==> src/rtl/enc_pkg.sv <==
// Shared types and constants for the 4:2 request encoder.
package enc_pkg;

    localparam int unsigned N_REQ  = 4;
    localparam int unsigned CODE_W = 2;

    typedef logic [N_REQ-1:0]  req_t;
    typedef logic [CODE_W-1:0] code_t;

    typedef enum logic {IDLE, PRESENT} state_e;

    // Decoder mapping: code k selects mask bit k.
    function automatic req_t code_to_mask(input code_t code);
        code_to_mask = req_t'(1) << code;
    endfunction

endpackage

==> src/rtl/encoder_4x2_req_if.sv <==
// Request/output bundle of the 4:2 request encoder; master drives requests, slave is the encoder.
interface encoder_4x2_req_if
    import enc_pkg::*;
();

    req_t  req;
    logic  out_ready;
    logic  out_valid;
    code_t out_code;
    req_t  pending;
    logic  ovf;

    modport master (
        output req,
        output out_ready,
        input  out_valid,
        input  out_code,
        input  pending,
        input  ovf
    );

    modport slave (
        input  req,
        input  out_ready,
        output out_valid,
        output out_code,
        output pending,
        output ovf
    );

endinterface

==> src/rtl/enc_pick4.sv <==
// Combinational selector over the pending mask.
// ENC_RR_EN: ascending search from start with wrap; otherwise fixed priority, highest index wins.
module enc_pick4
    import enc_pkg::*;
(
    input  req_t  pending,
    input  code_t start,
    output code_t code,
    output logic  any
);

`ifdef ENC_RR_EN
    code_t idx;

    always_comb begin
        code = '0;
        idx  = '0;
        any  = |pending;
        // Walk offsets from farthest to nearest so the nearest match is assigned last.
        for (int i = N_REQ - 1; i >= 0; i--) begin
            idx = start + code_t'(i);
            if (pending[idx]) begin
                code = idx;
            end
        end
    end
`else
    logic unused_start;

    assign unused_start = ^start;

    always_comb begin
        code = '0;
        any  = |pending;
        for (int i = 0; i < N_REQ; i++) begin
            if (pending[i]) begin
                code = code_t'(i);
            end
        end
    end
`endif

endmodule

==> src/rtl/encoder_4x2_req.sv <==
// Latched 4-request encoder presenting one granted index at a time with valid/ready.
// Build macro ENC_RR_EN selects round-robin instead of fixed highest-index priority.
module encoder_4x2_req
    import enc_pkg::*;
(
    input logic               clk,
    input logic               rst,
    encoder_4x2_req_if.slave  bus
);

    state_e state_q, state_d;
    req_t   pending_q, pending_d;
    code_t  code_q, code_d;
    logic   ovf_q, ovf_d;

    code_t  pick_code;
    logic   pick_any;
    code_t  start;
    logic   load;
    req_t   clear_mask;

`ifdef ENC_RR_EN
    code_t ptr_q, ptr_d;

    assign start = ptr_q;
    // Pointer holds the next search start, so a fresh reset begins at index 0.
    assign ptr_d = load ? pick_code + code_t'(1) : ptr_q;

    always_ff @(posedge clk) begin
        if (rst) begin
            ptr_q <= '0;
        end else begin
            ptr_q <= ptr_d;
        end
    end
`else
    assign start = '0;
`endif

    enc_pick4 u_pick (
        .pending (pending_q),
        .start   (start),
        .code    (pick_code),
        .any     (pick_any)
    );

    always_comb begin
        state_d = state_q;
        code_d  = code_q;
        load    = 1'b0;
        unique case (state_q)
            IDLE: begin
                if (pick_any) begin
                    load    = 1'b1;
                    state_d = PRESENT;
                end
            end
            PRESENT: begin
                if (bus.out_ready) begin
                    if (pick_any) begin
                        load = 1'b1;
                    end else begin
                        state_d = IDLE;
                        code_d  = '0;
                    end
                end
            end
            default: begin
                state_d = IDLE;
                code_d  = '0;
            end
        endcase
        if (load) begin
            code_d = pick_code;
        end

        clear_mask = load ? code_to_mask(pick_code) : '0;
        // Set wins over clear; a request hitting a still-pending bit is merged and flagged.
        pending_d  = (pending_q & ~clear_mask) | bus.req;
        ovf_d      = ovf_q | (|(bus.req & pending_q & ~clear_mask));
    end

    always_ff @(posedge clk) begin
        if (rst) begin
            state_q   <= IDLE;
            pending_q <= '0;
            code_q    <= '0;
            ovf_q     <= 1'b0;
        end else begin
            state_q   <= state_d;
            pending_q <= pending_d;
            code_q    <= code_d;
            ovf_q     <= ovf_d;
        end
    end

    assign bus.out_valid = (state_q == PRESENT);
    assign bus.out_code  = code_q;
    assign bus.pending   = pending_q;
    assign bus.ovf       = ovf_q;

endmodule

==> src/flat_wrapper.sv <==
// flat-port wrapper written by rule: the top's interface ports become plain ports
module encoder_4x2_req_flat import enc_pkg::*;
  (clk, rst, bus_req, bus_out_ready, bus_out_valid, bus_out_code, bus_pending, bus_ovf);
  encoder_4x2_req_if bus_i ();
  input logic clk;
  input logic rst;
  input wire logic [$bits(bus_i.req)-1:0] bus_req;
  input wire logic [$bits(bus_i.out_ready)-1:0] bus_out_ready;
  output wire logic [$bits(bus_i.out_valid)-1:0] bus_out_valid;
  output wire logic [$bits(bus_i.out_code)-1:0] bus_out_code;
  output wire logic [$bits(bus_i.pending)-1:0] bus_pending;
  output wire logic [$bits(bus_i.ovf)-1:0] bus_ovf;
  assign bus_i.req = bus_req;
  assign bus_i.out_ready = bus_out_ready;
  assign bus_out_valid = bus_i.out_valid;
  assign bus_out_code = bus_i.out_code;
  assign bus_pending = bus_i.pending;
  assign bus_ovf = bus_i.ovf;
  encoder_4x2_req u_core (.clk(clk), .rst(rst), .bus(bus_i));
endmodule
==> config.mk <==
export PLATFORM = sky130hd
export DESIGN_NAME = encoder_4x2_req_flat
export DESIGN_NICKNAME = d
export VERILOG_FILES = /design/src/rtl/enc_pkg.sv /design/src/rtl/encoder_4x2_req_if.sv /design/src/rtl/enc_pick4.sv /design/src/rtl/encoder_4x2_req.sv /design/src/flat_wrapper.sv
export SDC_FILE = /design/constraint.sdc
export NUM_CORES = 1
export LEC_CHECK = 0
export ABC_AREA = 0
export CORE_AREA = 2 2 39 41
export DETAILED_ROUTE_END_ITERATION = 10
export DIE_AREA = 0 0 41 43
export GPL_TIMING_DRIVEN = 0
export HOLD_SLACK_MARGIN = 0.15
export RECOVER_POWER = 50
export SLEW_MARGIN = 20
export SYNTH_ARGS = -nofsm -noshare
export SYNTH_HDL_FRONTEND = slang
export SYNTH_SLANG_ARGS = --single-unit
==> constraint.sdc <==
create_clock -name clk -period 2 [get_ports clk]
set_clock_uncertainty 0.2 [all_clocks]
set_input_delay 0.3 -clock clk [delete_from_list [all_inputs] [get_ports clk]]
set_output_delay 0.3 -clock clk [all_outputs]
set_load 0.03 [all_outputs]
## Word level (Yosys, flattened, before mapping)

Cells that the tools add are included.

| word-level totals | value |
|---|---|
| bits in registers | 8 |
| bits in latches | 0 |
| bits in writable memories | 0 |
| ROM bits | 0 |
| input bits | 7 |
| output and inout bits | 8 |
| word-level logic and storage cells | 31 |
| memories | 0 |

| cells by class | value |
|---|---|
| add/subtract/negate cells | 0 |
| $mul | 0 |
| div/mod/pow operators | 0 |
| order comparisons | 0 |
| eq/ne operators | 1 |
| shifts and indexed selects | 1 |
| muxes and demuxes | 13 |
| bitwise gates (word level) | 7 |
| reductions and logical operators | 5 |

Operator list:

| cell | number |
|---|---|
| bitwise AND 4 bit | 3 |
| 2-to-1 mux 2 bit | 6 |
| OR reduction 4 bit | 2 |
| 2-to-1 mux 1 bit | 4 |
| 2-to-1 mux 4 bit | 1 |
| NOT 4 bit | 1 |
| bitwise OR 4 bit | 1 |
| one-hot mux 1 bit (2 select lines) | 2 |
| nonzero test 2 bit | 2 |
| left shift 1 x 2 -> 4 bit, first input constant | 1 |
| AND reduction 3 bit | 1 |
| inequality test 2 bit, second input constant | 1 |
| NOT 1 bit | 1 |
| bitwise OR 1 bit | 1 |

## Longest topological paths before layout

| depth | value |
|---|---|
| depth in word-level cells | 9 |
| depth in mapped cells | 5 |

## Hierarchy

From an unflattened synthesis, not the netlist that was laid out.

| unflattened totals | value |
|---|---|
| cells, all modules | 48 |
| area, all modules | 401.6 um2 |

Modules (own cells, without submodules):

| module | instances | cells each | area an instance (um2) |
|---|---|---|---|
| encoder_4x2_req | 1 | 44 | 377.9 |
| enc_pick4 | 1 | 4 | 23.8 |

## Worst setup path after synthesis

Ideal clock, no wire load.

| path | value |
|---|---|
| path kind | reg-to-reg |
| from | reg u_core.state_q, in the netlist u_core.bus.out_valid |
| to | reg u_core.ovf_q, in the netlist u_core.bus.ovf |
| library setup time | 0.128 ns |
| arrival time | 1.254 ns |
| required time | 1.672 ns |
| setup slack | 0.418 ns |
| stages on the path, launching flop included | 6 |
| path buffers | 1 |
| clock period less this slack | 1.582 ns |
| path through | dfxtp_1 -> nor2b_4 -> or3_1 -> buf_6 -> a31oi_1 -> a31oi_1 |

| on the way | value |
|---|---|
| cells in the longest elaborated chain, start to end | 7 |

Ends and longest elaborated chain:

| item | RTL line | source |
|---|---|---|
| from (decl) | encoder_4x2_req.sv:11 | `state_e state_q, state_d;` |
| from (signal assigned) | encoder_4x2_req.sv:90 | `state_q <= state_d;` |
| NOT 1 bit | encoder_4x2_req.sv:51 | `unique case (state_q)` |
| one-hot mux 1 bit (2 select lines) (*) | encoder_4x2_req.sv:51 |  |
| 2-to-1 mux 4 bit (*) | encoder_4x2_req.sv:77 | `clear_mask = load ? code_to_mask(pick_code) : '0;` |
| NOT 4 bit (*) | encoder_4x2_req.sv:80 | `ovf_d = ovf_q \| (\|(bus.req & pending_q & ~clear_mask));` |
| bitwise AND 4 bit (*) | encoder_4x2_req.sv:80 |  |
| OR reduction 4 bit (*) | encoder_4x2_req.sv:80 |  |
| bitwise OR 1 bit (*) | encoder_4x2_req.sv:80 |  |
| to (signal assigned) | encoder_4x2_req.sv:93 | `ovf_q <= ovf_d;` |
| to (decl) | encoder_4x2_req.sv:14 | `logic ovf_q, ovf_d;` |

Mark *: on every way between the ends. The rest lies on a longest branch, timed or not.
A chain may end at the register's enable or synchronous reset.

## Worst setup path in the final report

| path | value |
|---|---|
| from | reg u_core.pending_q[3], in the netlist u_core.bus.pending[3] |
| to | out bus_pending[3] |

RTL lines:

| item | RTL line | source |
|---|---|---|
| from (decl) | encoder_4x2_req.sv:12 | `req_t pending_q, pending_d;` |
| from (signal assigned) | encoder_4x2_req.sv:91 | `pending_q <= pending_d;` |
| to (decl) | flat_wrapper.sv:11 | `output wire logic [$bits(bus_i.pending)-1:0] bus_pending;` |

No word-level cell between the ends.

==> run_summary.xml <==
<?xml version="1.0" encoding="UTF-8"?>
<metrics>
  <group name="outcome">
    <metric name="outcome" unit="">finished clean</metric>
  </group>
  <group name="synth">
    <metric name="number_of_storage_elements_in_the_synthesis_netlist" unit="">8</metric>
    <metric name="async_flop_share" unit="%">0</metric>
    <metric name="synth_seq_area_share" unit="%">47.1</metric>
    <metric name="postSynthCellCount" unit="">39</metric>
    <metric name="synthTopCellsByArea" unit="">sky130_fd_sc_hd__dfxtp_1, sky130_fd_sc_hd__a21oi_1, sky130_fd_sc_hd__o21ai_1</metric>
    <metric name="ys_top_cells_by_count" unit="">sky130_fd_sc_hd__dfxtp_1, sky130_fd_sc_hd__a21oi_1, sky130_fd_sc_hd__inv_1, sky130_fd_sc_hd__nor2_1, sky130_fd_sc_hd__o21ai_1</metric>
    <metric name="synth-edff-count" unit="">0</metric>
    <metric name="yosysWarningCount" unit="">0</metric>
    <metric name="syn_nets" unit="">46</metric>
    <metric name="synth_most_common_cell" unit="">sky130_fd_sc_hd__dfxtp_1</metric>
    <metric name="synth_top_area_share" unit="%">47.1</metric>
    <metric name="yosysTopAreaCell" unit="">sky130_fd_sc_hd__dfxtp_1</metric>
    <metric name="synthFlopType" unit="">sky130_fd_sc_hd__dfxtp_1</metric>
    <metric name="post_synth_num_cell_types" unit="">19</metric>
    <metric name="synth_area" unit="um^2">340</metric>
    <metric name="synthesis.area_per_instance" unit="um^2">8.73</metric>
  </group>
  <group name="setup_path">
    <metric name="timing.critical_path.buf_inv" unit="">1</metric>
    <metric name="r2r.worst_path.cells" unit="">5</metric>
    <metric name="critical_path.startpoint" unit="">u_core.bus.pending[3]</metric>
    <metric name="crit_path_max_fanout" unit="">7</metric>
    <metric name="worst-endpoint-arrival" unit="ns">1.40</metric>
    <metric name="crit_path_cell_trace" unit="">clkdlybuf4s50_1</metric>
    <metric name="crit_slowest_cell" unit="">sky130_fd_sc_hd__clkdlybuf4s50_1</metric>
    <metric name="cpLargestDelayFamily" unit="">buffers and inverters</metric>
    <metric name="end_kind" unit="">output pin</metric>
    <metric name="critical_path_start_end_classification" unit="">register to output pin</metric>
    <metric name="regToRegSetupSlack" unit="ns">0.42</metric>
    <metric name="regToRegEndpoint" unit="">u_core.bus.ovf</metric>
    <metric name="worst_r2r_startpoint" unit="">u_core.bus.out_valid</metric>
    <metric name="crit_required" unit="ns">1.50</metric>
    <metric name="critPathMaxStageDelay" unit="ns">0.71</metric>
    <metric name="critical_path.startpoint_type" unit="">register</metric>
  </group>
  <group name="detailed_routing">
    <metric name="route.vias.total" unit="">322</metric>
    <metric name="mean_routed_wirelength_per_cell" unit="um">10.1</metric>
    <metric name="dr.first_iter.drc_count" unit="">9</metric>
    <metric name="detail_route.vias_per_cell" unit="">4.54</metric>
    <metric name="detail_route.first_pass.iterations" unit="">3</metric>
    <metric name="remaining_drc_errors" unit="">0</metric>
    <metric name="ant_nets" unit="">0</metric>
    <metric name="wirelength" unit="um">718</metric>
  </group>
  <group name="floorplan">
    <metric name="floorplan.core_area" unit="um^2">1380</metric>
    <metric name="floorplan.die_area" unit="um^2">1760</metric>
    <metric name="fp.dieW" unit="um">41</metric>
    <metric name="floorplan.initialDensity" unit="%">24.6</metric>
    <metric name="die_height" unit="um">43</metric>
    <metric name="number_of_ports_placed_on_the_die_boundary" unit="">15</metric>
    <metric name="floorplan.rows" unit="">14</metric>
  </group>
  <group name="global_routing">
    <metric name="grt_pass1_wl" unit="um">1140</metric>
    <metric name="track_usage" unit="%">9.97</metric>
    <metric name="grt_overflow_total" unit="">0</metric>
    <metric name="antenna_violations_before_repair" unit="">0</metric>
    <metric name="grt_pass1_vias" unit="">268</metric>
    <metric name="grt_start_max_net_pins" unit="">9</metric>
  </group>
  <group name="clocking">
    <metric name="cts.root.buffer_cell" unit="">sky130_fd_sc_hd__clkbuf_4</metric>
    <metric name="cts_max_path_buffers" unit="">2</metric>
    <metric name="clock_insertion_delay_worst_skew" unit="ns">0.25</metric>
    <metric name="hold_buffers" unit="">0</metric>
    <metric name="post_cts.repair.setup_buffers" unit="">0</metric>
    <metric name="cts_buffers" unit="">3</metric>
    <metric name="cts_max_level" unit="">1</metric>
    <metric name="cts.reportedPaths.clkPinSlew" unit="ns">0.05</metric>
    <metric name="cts_tree" unit="">built</metric>
    <metric name="cts_num_sinks" unit="">8</metric>
  </group>
  <group name="timing">
    <metric name="rsz0062_at_grt" unit="">false</metric>
    <metric name="maxSlewHeadroom" unit="%">71.9</metric>
    <metric name="setup_tns" unit="ns">0</metric>
    <metric name="worst_pin_slew" unit="ns">0.420</metric>
    <metric name="finalSetupViolations" unit="">0</metric>
    <metric name="timing.final.max_slew_violations" unit="">0</metric>
    <metric name="timing.final.crit_share" unit="%">95.1</metric>
    <metric name="whs" unit="ns">0.186</metric>
    <metric name="report.final.hold_viol_count" unit="">0</metric>
    <metric name="post-route-min-period" unit="ns">1.90</metric>
    <metric name="highest_clock_frequency_the_design_can_meet" unit="MHz">526</metric>
    <metric name="final_critical_path_setup_slack" unit="ns">0.0986</metric>
  </group>
  <group name="finish">
    <metric name="fin_nets" unit="">64</metric>
    <metric name="layout-drive-gt1-share" unit="%">9.09</metric>
    <metric name="layout.filler_cells" unit="">155</metric>
    <metric name="regArea" unit="um^2">160</metric>
    <metric name="layout.cells.non_filler" unit="">71</metric>
    <metric name="antenna_cells" unit="">0</metric>
    <metric name="finish.instance_area" unit="um^2">499</metric>
    <metric name="area.growth.synth_to_final" unit="%">46.7</metric>
    <metric name="multi_input_gate_area" unit="um^2">146</metric>
  </group>
  <group name="placement">
    <metric name="hpwl" unit="um">523</metric>
    <metric name="dpl-instance-area" unit="um^2">490</metric>
    <metric name="place.detailed.instances" unit="">68</metric>
    <metric name="final_weighted_congestion_in_routability_driven_placement" unit="">0.705</metric>
    <metric name="detailedPlace.worstSlack" unit="ns">0.0747</metric>
    <metric name="port-buffer-count" unit="">13</metric>
  </group>
  <group name="flow_run">
    <metric name="max-cap-violations" unit="">0</metric>
  </group>
  <group name="worst_hold_path">
    <metric name="hold_depth" unit="">2</metric>
    <metric name="hold_end" unit="">u_core.bus.pending[3]</metric>
    <metric name="min_from" unit="">rst</metric>
    <metric name="timing.hold.worst.class" unit="">input pin to register</metric>
  </group>
  <group name="power_and_ir_drop">
    <metric name="power.density" unit="nW/um^2">820</metric>
    <metric name="static-leakage-power" unit="uW">0.000195</metric>
    <metric name="ir_drop" unit="uV">307</metric>
  </group>
</metrics>
cells in the final DEF (no fill, tap or decap):
master | netlist | routed
sky130_fd_sc_hd__buf_6 | 1 | 1
sky130_fd_sc_hd__clkdlybuf4s50_1 | 0 | 11
sky130_fd_sc_hd__nand2b_1 | 1 | 1
sky130_fd_sc_hd__o21ai_0 | 1 | 3
sky130_fd_sc_hd__nor3_1 | 1 | 1
sky130_fd_sc_hd__inv_1 | 3 | 3
sky130_fd_sc_hd__dfxtp_1 | 8 | 8
sky130_fd_sc_hd__o21ai_1 | 3 | 1
sky130_fd_sc_hd__a31oi_1 | 2 | 2
sky130_fd_sc_hd__clkbuf_1 | 0 | 1
sky130_fd_sc_hd__nor3b_1 | 1 | 1
sky130_fd_sc_hd__dlygate4sd3_1 | 0 | 1
sky130_fd_sc_hd__a31o_2 | 1 | 1
sky130_fd_sc_hd__clkbuf_4 | 0 | 3
sky130_fd_sc_hd__o211ai_1 | 1 | 1
sky130_fd_sc_hd__buf_1 | 1 | 1
sky130_fd_sc_hd__or3_1 | 1 | 1
sky130_fd_sc_hd__or2_1 | 1 | 1
sky130_fd_sc_hd__nor2_1 | 3 | 3
sky130_fd_sc_hd__a21oi_1 | 7 | 7
sky130_fd_sc_hd__o21bai_1 | 1 | 1
sky130_fd_sc_hd__nor2b_1 | 1 | 2
state kept, by name, indices dropped and copies added, names as in the netlist:
name	cells
u_core.bus.ovf	1
u_core.bus.out_valid	1
u_core.bus.pending	4
u_core.bus.out_code	2
final cells by class:
cell class	count	area share, %
Multi-Input combinational cell	26	29.3
Tap cell	16	4.01
Clock buffer	3	4.51
Sequential cell	8	32.1
Timing Repair Buffer	13	24.8
Buffer	2	3.01
Inverter	3	2.26
per-stage QoR:
step / util [%] / total power [uW]
after floorplan: - / 252
after global placement: 35.4 / 296
after detailed placement: 35.4 / 297
after CTS: 37.1 / 422
after global routing: 36.1 / 437
final: 36.1 / 409
metal layers:
layer / vias to the layer above / track usage (%) / routed length [um]
li1: 168 / - / -
met1: 145 / 13.3 / 369
met2: 9 / 11.6 / 313
met3: 0 / 3.14 / 35
met4: 0 / 10.0 / 0
met5: - / 0 / 0
where the power goes:
group          switching (uW)  total (uW)  internal, uW
combinational            53.3         102          48.7
clock                    53.3         122          68.6
sequential               12.2         186           173
total                     119         409           291
worst register-to-register path: stages, from the launching register on:
cell and delay, ns:
sky130_fd_sc_hd__dfxtp_1 0.32, sky130_fd_sc_hd__nor2b_1 0.20, sky130_fd_sc_hd__or3_1 0.34, sky130_fd_sc_hd__buf_6 0.14
sky130_fd_sc_hd__o211ai_1 0.16, sky130_fd_sc_hd__a31oi_1 0.10
worst max path at each step:
stage | endpoint | depth (start not counted)
global placement | u_core.bus.ovf | 6
finish | bus_pending[3] | 1
floorplan | u_core.bus.ovf | 5
CTS | bus_pending[1] | 1
detailed placement | u_core.bus.ovf | 6
global route | bus_pending[3] | 1
cell families after synthesis:
logic type	count (synthesis)	synth area share, %
buffers and inverters	5	7.72
DFF	8	47.1
AOI/OAI and AO/OA	16	26.8
and+or+nand+nor	10	18.4
repair_timing:
| item | CTS | global route |
|---|---|---|
| endpoints found under the hold margin | 0 | 0 |
| endpoints found under the setup margin | 0 | 1 |
| resized for setup | 0 | 1 |
(Power assumes the default switching activity.)
